[src/rtl/ex_stage.sv]
// ex_stage: execute stage of the 5-stage RV32IM pipeline.
// It takes the operands held in the ID/EX register and produces the writeback
// value and the memory-access fields for the EX/MEM register.
// RV32I ALU ops and the four multiplies are single-cycle combinational.
// DIV/DIVU/REM/REMU use an iterative restoring divider that produces one
// quotient bit per cycle. While it runs, stallreq_o is held high.
//
// Ports:
//   clk, rst            clock and synchronous active-high reset
//   stall[5:0]          pipeline stall vector; bit 4 holds EX/MEM
//   opcode_i, func3_i,  decoded instruction fields (opcode 0 = bubble)
//   func7_i
//   data1_i, data2_i    operands (rs1/PC, rs2/immediate)
//   ls_offset_i         load/store byte offset
//   wd_i, wreg_i        destination register and writeback enable
//   wd_o, wreg_o        destination passthrough
//   wdata_o             result
//   mem_op_o, mem_func3_o  opcode/func3 passthrough for MEM
//   mem_addr_o          effective address for LOAD/STORE, else 0
//   mem_sdata_o         store data for STORE, else 0
//   stallreq_o          EX needs the upstream stages frozen
module ex_stage #(
  parameter int XLEN = 32
) (
  input  logic            clk,
  input  logic            rst,
  input  logic [5:0]      stall,
  input  logic [6:0]      opcode_i,
  input  logic [2:0]      func3_i,
  input  logic [6:0]      func7_i,
  input  logic [XLEN-1:0] data1_i,
  input  logic [XLEN-1:0] data2_i,
  input  logic [XLEN-1:0] ls_offset_i,
  input  logic [4:0]      wd_i,
  input  logic            wreg_i,
  output logic [4:0]      wd_o,
  output logic            wreg_o,
  output logic [XLEN-1:0] wdata_o,
  output logic [6:0]      mem_op_o,
  output logic [2:0]      mem_func3_o,
  output logic [XLEN-1:0] mem_addr_o,
  output logic [XLEN-1:0] mem_sdata_o,
  output logic            stallreq_o
);

  localparam logic [6:0] OPC_OP    = 7'b0110011;
  localparam logic [6:0] OPC_OPIMM = 7'b0010011;
  localparam logic [6:0] OPC_LUI   = 7'b0110111;
  localparam logic [6:0] OPC_AUIPC = 7'b0010111;
  localparam logic [6:0] OPC_JAL   = 7'b1101111;
  localparam logic [6:0] OPC_JALR  = 7'b1100111;
  localparam logic [6:0] OPC_LOAD  = 7'b0000011;
  localparam logic [6:0] OPC_STORE = 7'b0100011;
  localparam logic [6:0] F7_BASE   = 7'b0000000;
  localparam logic [6:0] F7_ALT    = 7'b0100000;
  localparam logic [6:0] F7_MULDIV = 7'b0000001;
  localparam int SHW = $clog2(XLEN);
  localparam int CW  = $clog2(XLEN);
  localparam logic [XLEN-1:0] SMIN = {1'b1, {(XLEN-1){1'b0}}};

  typedef enum logic [1:0] {S_IDLE, S_BUSY, S_DONE} div_state_e;

  // ---------------- decode ----------------
  logic is_m, is_div, alt;
  assign is_m   = (opcode_i == OPC_OP) && (func7_i == F7_MULDIV);
  assign is_div = is_m && func3_i[2];
  assign alt    = (func7_i == F7_ALT);

  // ---------------- base ALU ----------------
  logic [SHW-1:0]         shamt;
  logic signed [XLEN-1:0] d1s, d2s;
  logic [XLEN-1:0]        alu_res;
  assign shamt = data2_i[SHW-1:0];
  assign d1s   = data1_i;
  assign d2s   = data2_i;

  always_comb begin
    alu_res = '0;
    case (func3_i)
      3'b000: alu_res = (opcode_i == OPC_OP && alt) ? data1_i - data2_i
                                                    : data1_i + data2_i;
      3'b001: alu_res = data1_i << shamt;
      3'b010: alu_res = {{(XLEN-1){1'b0}}, d1s < d2s};
      3'b011: alu_res = {{(XLEN-1){1'b0}}, data1_i < data2_i};
      3'b100: alu_res = data1_i ^ data2_i;
      3'b101: alu_res = alt ? XLEN'(d1s >>> shamt) : data1_i >> shamt;
      3'b110: alu_res = data1_i | data2_i;
      3'b111: alu_res = data1_i & data2_i;
      default: alu_res = '0;
    endcase
  end

  // ---------------- multiplier ----------------
  // One signed (XLEN+1)x(XLEN+1) product covers all four variants: each
  // operand gets an extension bit that is its sign for signed forms, else 0.
  logic                     mul_a_sgn, mul_b_sgn;
  logic signed [XLEN:0]     mul_a, mul_b;
  logic signed [2*XLEN+1:0] mul_p;
  logic [XLEN-1:0]          mul_res;
  assign mul_a_sgn = (func3_i[1:0] == 2'b01) || (func3_i[1:0] == 2'b10);
  assign mul_b_sgn = (func3_i[1:0] == 2'b01);
  assign mul_a     = {mul_a_sgn & data1_i[XLEN-1], data1_i};
  assign mul_b     = {mul_b_sgn & data2_i[XLEN-1], data2_i};
  assign mul_p     = mul_a * mul_b;
  assign mul_res   = (func3_i[1:0] == 2'b00) ? mul_p[XLEN-1:0]
                                             : mul_p[2*XLEN-1:XLEN];

  // ---------------- divider ----------------
  logic            div_sgn, a_neg, b_neg, div_zero, div_ovf;
  logic [XLEN-1:0] a_mag, b_mag;
  assign div_sgn  = ~func3_i[0];
  assign a_neg    = div_sgn & data1_i[XLEN-1];
  assign b_neg    = div_sgn & data2_i[XLEN-1];
  assign a_mag    = a_neg ? (~data1_i + 1'b1) : data1_i;
  assign b_mag    = b_neg ? (~data2_i + 1'b1) : data2_i;
  assign div_zero = (data2_i == '0);
  assign div_ovf  = div_sgn && (data1_i == SMIN) && (data2_i == '1);

  div_state_e      state_q, state_d;
  logic [XLEN-1:0] dvd_q, dvd_d, dsr_q, dsr_d, quot_q, quot_d, rem_q, rem_d;
  logic [CW-1:0]   cnt_q, cnt_d;
  logic            qneg_q, qneg_d, rneg_q, rneg_d, isrem_q, isrem_d;
  logic            div_stall, div_vld;
  logic [XLEN-1:0] div_res;

  // Restoring step: shift the next dividend bit into the partial remainder
  // and try to subtract the divisor. One extra bit catches the borrow.
  logic [XLEN:0] sh, diff;
  assign sh   = {rem_q, dvd_q[XLEN-1]};
  assign diff = sh - {1'b0, dsr_q};

  always_comb begin
    state_d   = state_q;
    dvd_d     = dvd_q;
    dsr_d     = dsr_q;
    quot_d    = quot_q;
    rem_d     = rem_q;
    cnt_d     = cnt_q;
    qneg_d    = qneg_q;
    rneg_d    = rneg_q;
    isrem_d   = isrem_q;
    div_stall = 1'b0;
    div_vld   = 1'b0;
    div_res   = '0;
    case (state_q)
      S_IDLE: if (is_div) begin
        if (div_zero) begin
          div_vld = 1'b1;
          div_res = func3_i[1] ? data1_i : '1;
        end else if (div_ovf) begin
          div_vld = 1'b1;
          div_res = func3_i[1] ? '0 : SMIN;
        end else begin
          div_stall = 1'b1;
          dvd_d     = a_mag;
          dsr_d     = b_mag;
          quot_d    = '0;
          rem_d     = '0;
          cnt_d     = '0;
          qneg_d    = a_neg ^ b_neg;
          rneg_d    = a_neg;
          isrem_d   = func3_i[1];
          state_d   = S_BUSY;
        end
      end
      S_BUSY: begin
        div_stall = 1'b1;
        dvd_d     = {dvd_q[XLEN-2:0], 1'b0};
        rem_d     = diff[XLEN] ? sh[XLEN-1:0] : diff[XLEN-1:0];
        quot_d    = {quot_q[XLEN-2:0], ~diff[XLEN]};
        cnt_d     = cnt_q + 1'b1;
        if (cnt_q == CW'(XLEN-1)) state_d = S_DONE;
      end
      S_DONE: begin
        div_vld = 1'b1;
        if (isrem_q) div_res = rneg_q ? (~rem_q + 1'b1) : rem_q;
        else         div_res = qneg_q ? (~quot_q + 1'b1) : quot_q;
        // Leave only once EX/MEM is free to capture the result.
        if (!stall[4]) state_d = S_IDLE;
      end
      default: state_d = S_IDLE;
    endcase
  end

  always_ff @(posedge clk) begin
    if (rst) begin
      state_q <= S_IDLE;
      dvd_q   <= '0;
      dsr_q   <= '0;
      quot_q  <= '0;
      rem_q   <= '0;
      cnt_q   <= '0;
      qneg_q  <= 1'b0;
      rneg_q  <= 1'b0;
      isrem_q <= 1'b0;
    end else begin
      state_q <= state_d;
      dvd_q   <= dvd_d;
      dsr_q   <= dsr_d;
      quot_q  <= quot_d;
      rem_q   <= rem_d;
      cnt_q   <= cnt_d;
      qneg_q  <= qneg_d;
      rneg_q  <= rneg_d;
      isrem_q <= isrem_d;
    end
  end

  // ---------------- outputs ----------------
  always_comb begin
    wd_o        = '0;
    wreg_o      = 1'b0;
    wdata_o     = '0;
    mem_op_o    = '0;
    mem_func3_o = '0;
    mem_addr_o  = '0;
    mem_sdata_o = '0;
    stallreq_o  = 1'b0;
    if (!rst) begin
      wd_o        = wd_i;
      wreg_o      = wreg_i;
      mem_op_o    = opcode_i;
      mem_func3_o = func3_i;
      stallreq_o  = div_stall;
      if (opcode_i == OPC_LOAD || opcode_i == OPC_STORE)
        mem_addr_o = data1_i + ls_offset_i;
      if (opcode_i == OPC_STORE)
        mem_sdata_o = data2_i;
      case (opcode_i)
        OPC_OP: begin
          if (is_m)
            wdata_o = func3_i[2] ? (div_vld ? div_res : '0) : mul_res;
          else if (func7_i == F7_BASE || func7_i == F7_ALT)
            wdata_o = alu_res;
        end
        OPC_OPIMM: wdata_o = alu_res;
        OPC_LUI, OPC_AUIPC, OPC_JAL, OPC_JALR: wdata_o = data1_i + data2_i;
        default: wdata_o = '0;
      endcase
    end
  end

  logic unused_bits;
  assign unused_bits = ^{stall[5], stall[3:0], mul_p[2*XLEN+1:2*XLEN]};

endmodule

[config.mk]
export PLATFORM = sky130hd
export DESIGN_NAME = ex_stage
export DESIGN_NICKNAME = d
export VERILOG_FILES = /design/src/rtl/ex_stage.sv
export SDC_FILE = /design/constraint.sdc
export NUM_CORES = 2
export LEC_CHECK = 0
export BUFFER_PORTS_ARGS = -buffer_cell sky130_fd_sc_hd__buf_2
export CORE_MARGIN = 4
export CORE_UTILIZATION = 45
export DETAILED_ROUTE_END_ITERATION = 8
export GPL_TIMING_DRIVEN = 0
export PLACE_DENSITY = 0.63
export SLEW_MARGIN = 20
export SYNTH_ARGS = -nofsm -noshare
export SYNTH_HDL_FRONTEND = slang
export SYNTH_SLANG_ARGS = --single-unit
[constraint.sdc]
create_clock -name clk -period 14.7 [get_ports clk]
set_input_delay 2.205 -clock clk [delete_from_list [all_inputs] [get_ports clk]]
set_output_delay 2.205 -clock clk [all_outputs]
set_load 0.03 [all_outputs]
==> summary.txt <==
Yosys
  • Seq/Total Area, Yosys: 0.0462
  • Ys async rst share: 0
  • Synth cell types: 94
  • Flops & latches, synth: 138
  • Syn Std Cell Area: 59800 sq um
  • Warnings, synthesis: 0
  • EDFF count, synth: 0
  • Ys flop type: dfxtp_1
  • Mapped Cells: 7536
  • Synth Net Count: 9175
  • Syn Area/Cell: 7.94 sq um

Outcome
  • Outcome: finished, violations left
  • Failing checks: setup timing

Detailed routing
  • DR WL/cell: 37.1 microns
  • Met2 routed WL: 146000 microns
  • Detailed Routing Iterations Pass 1: 9
  • Violation count after the first detailed-route iteration: 8646
  • ANT nets after route: 0
  • DRC violations left: 0
  • Vias per cell: 6.48
  • Drt total wl: 357000 microns
  • Wire length on met1: 123000 microns
  • Wire length on met3: 49500 microns
  • Via count: 62200
  • DR top layer: met5

Critical path
  • Crit path arrival time: 12610 ps
  • Critical Path Sink Type: output port
  • Slowest stage delay, CP: 950 ps
  • WP data required: 12490 ps
  • CP max stage cell: xnor2_1
  • Crit Path Class: in -> out
  • Worst path most repeated cell: fa_1
  • R2r startpoint: dvd_q[31]$_SDFFE_PP0P_
  • CP Max Fanout: 10
  • Setup crit start: data2_i[2]
  • Startpoint Class: input port

Floorplan
  • Rows: 133
  • Die Y: 373 microns
  • Die width: 373 microns
  • I/O pins: 240
  • Starting Density: 0.454
  • Die Area: 139000 sq um
  • Core area: 132000 sq um

Clock network
  • Clk sink count: 138
  • Htree depth: 4
  • Worst-path clk slew: 60 ps
  • Clock buffer depth: 2
  • CTS buffer count: 17
  • CTS tree: done
  • Worst skew pair latency: 440 ps
  • Clk root buf: clkbuf_16

Global route
  • Initial antenna violation count: 65
  • Pin count of the biggest net entering global routing: 22
  • Number of global-route vias before repair: 61300
  • GR Overflow Total: 0
  • Gr usage total: 0.502
  • First-pass GRT wire length: 487000 microns

Placement
  • I/O Buffers: 234
  • RD Place Congestion: 1.16
  • DP HPWL: 295000 microns

STA
  • FMAX: 67.5 MHz
  • Final setup viols: 8
  • Worst setup margin: -118 ps
  • Fin crit share: 1.01
  • Tmin final: 14820 ps
  • Final hold violation count: 0
  • Slew margin rel.: 0.0919
  • Clock Skews: 8.28 ps
  • Final Max Slew Viols: 0
  • Setup TNS: -534 ps
  • Slew @ Worst Pin: 1360 ps

Flow run
  • Number of max-cap violations: 0

Layout
  • Share of post-route cells with drive strength above 1: 0.0851
  • Most common cell after layout, fill and taps aside: inv_1
  • Layout Nets: 9428
  • Most frequent cells in the layout: inv_1, nand2_1, fa_1
  • Area Growth Syn to Fin: 8.75%

Worst hold path
  • Worst min-delay path class: reg -> reg
  • HP Start: dsr_q[27]$_SDFFE_PP0P_
per-layer routing:
| metal | vias to the layer above | global-route usage |
|---|---|---|
| met5 | - | 0 |
| met4 | 28 | 0.428 |
| met3 | 1496 | 0.190 |
| met2 | 5293 | 0.719 |
| met1 | 30900 | 0.593 |
| li1 | 24500 | - |
critical path: cells and delay by family:
kind	cells	cell delay [ps]
AOI/OAI and AO/OA	4	930
xor gates and xnor gates	1	950
adders and majority gates	9	4350
buffers and inverters	12	2960
and+or+nand+nor	5	1160
registers in the layout, summed over array words and instances, names as in the netlist:
signal	count
dsr_q	32
isrem_q	1
quot_q	32
cnt_q	5
rneg_q	1
state_q	2
dvd_q	32
rem_q	32
qneg_q	1
repair_timing:
action                     CTS  global route
setup endpoints to repair   32            30
setup buffers               12             6
hold buffers                 0             0
hold endpoints to repair     0             0
gates resized for setup    157            61
pin swaps                    3             6
area by class of cell:
class,instances,area [sq um]
fillers,13000,66700
clock inverters,13,168
clock buffers,19,443
well taps,1755,2200
multi-input cells,5520,50300
flip-flops and latches,138,2760
diodes,49,123
repair buffers,271,1670
inverters,1372,5180
plain buffers,469,2250
synthesized netlist by cell type (37+ instances only):
cell         n  share of area
nand3_1    105         0.0088
a211oi_1    54         0.0068
and3_1      61         0.0064
o22ai_1     37         0.0039
mux4_2      51          0.019
o211ai_1    65         0.0082
a21o_1      66         0.0083
a31oi_1     56         0.0059
buf_1       83         0.0052
a21oi_1    387          0.032
nor3_1      84         0.0070
a22oi_1     80          0.010
mux2i_1     57         0.0095
o31ai_1     37         0.0046
fa_1      1129           0.38
o21ai_0    223          0.019
xor2_1      71          0.010
dfxtp_1    138          0.046
nor2b_1     46         0.0048
nor2_1     591          0.037
ha_1       383          0.080
inv_1     1341          0.084
buf_2       45         0.0038
clkbuf_1   367          0.023
nand4_1     38         0.0040
xnor2_1    197          0.029
nand2_1   1221          0.077
per-stage QoR:
| stage | cells | utilization | hold slack, ps | area (sq um) | setup slack, ps |
|---|---|---|---|---|---|
| 6_report | 9606 | 0.494 | 452 | 65100 | -118 |
| 5_1_grt | 9564 | 0.493 | 471 | 65000 | -0.476 |
| 4_1_cts | 9571 | 0.492 | 454 | 64800 | 16.6 |
| 3_5_place_dp | 9543 | 0.483 | 446 | 63700 | -3540 |
| 3_3_place_gp | 9525 | 0.480 | 439 | 63200 | -3960 |
| 2_1_floorplan | 7536 | - | 432 | 59800 | 1220 |
kinds of logic (layout without fill, tap and decap cells):
group / Yosys count / in the layout / synth area share
AND/OR/NAND/NOR: 2351 / 2351 / 0.168
XOR/XNOR: 268 / 268 / 0.0392
buffers and inverters: 1878 / 2144 / 0.120
adder cells (fa/ha/maj): 1512 / 1512 / 0.458
multiplexers: 130 / 130 / 0.0329
AO/OA/AOI/OAI: 1259 / 1259 / 0.136
other: 0 / 49 / 0
flip-flops: 138 / 138 / 0.0462
path summary, 6_finish.rpt:
path	to	slack [ps]	cells after the start
worst max-delay path	wdata_o[24]	-120	31
worst min-delay path	dsr_q[27]$_SDFFE_PP0P_	450	2
worst max register to register	rem_q[22]$_SDFFE_PP0P_	10100	16
worst min register to register	dsr_q[27]$_SDFFE_PP0P_	450	2
Power is left out: the tool's default activity adds up to more than one toggle a clock period on the data nets, which glitch-free logic cannot reach.
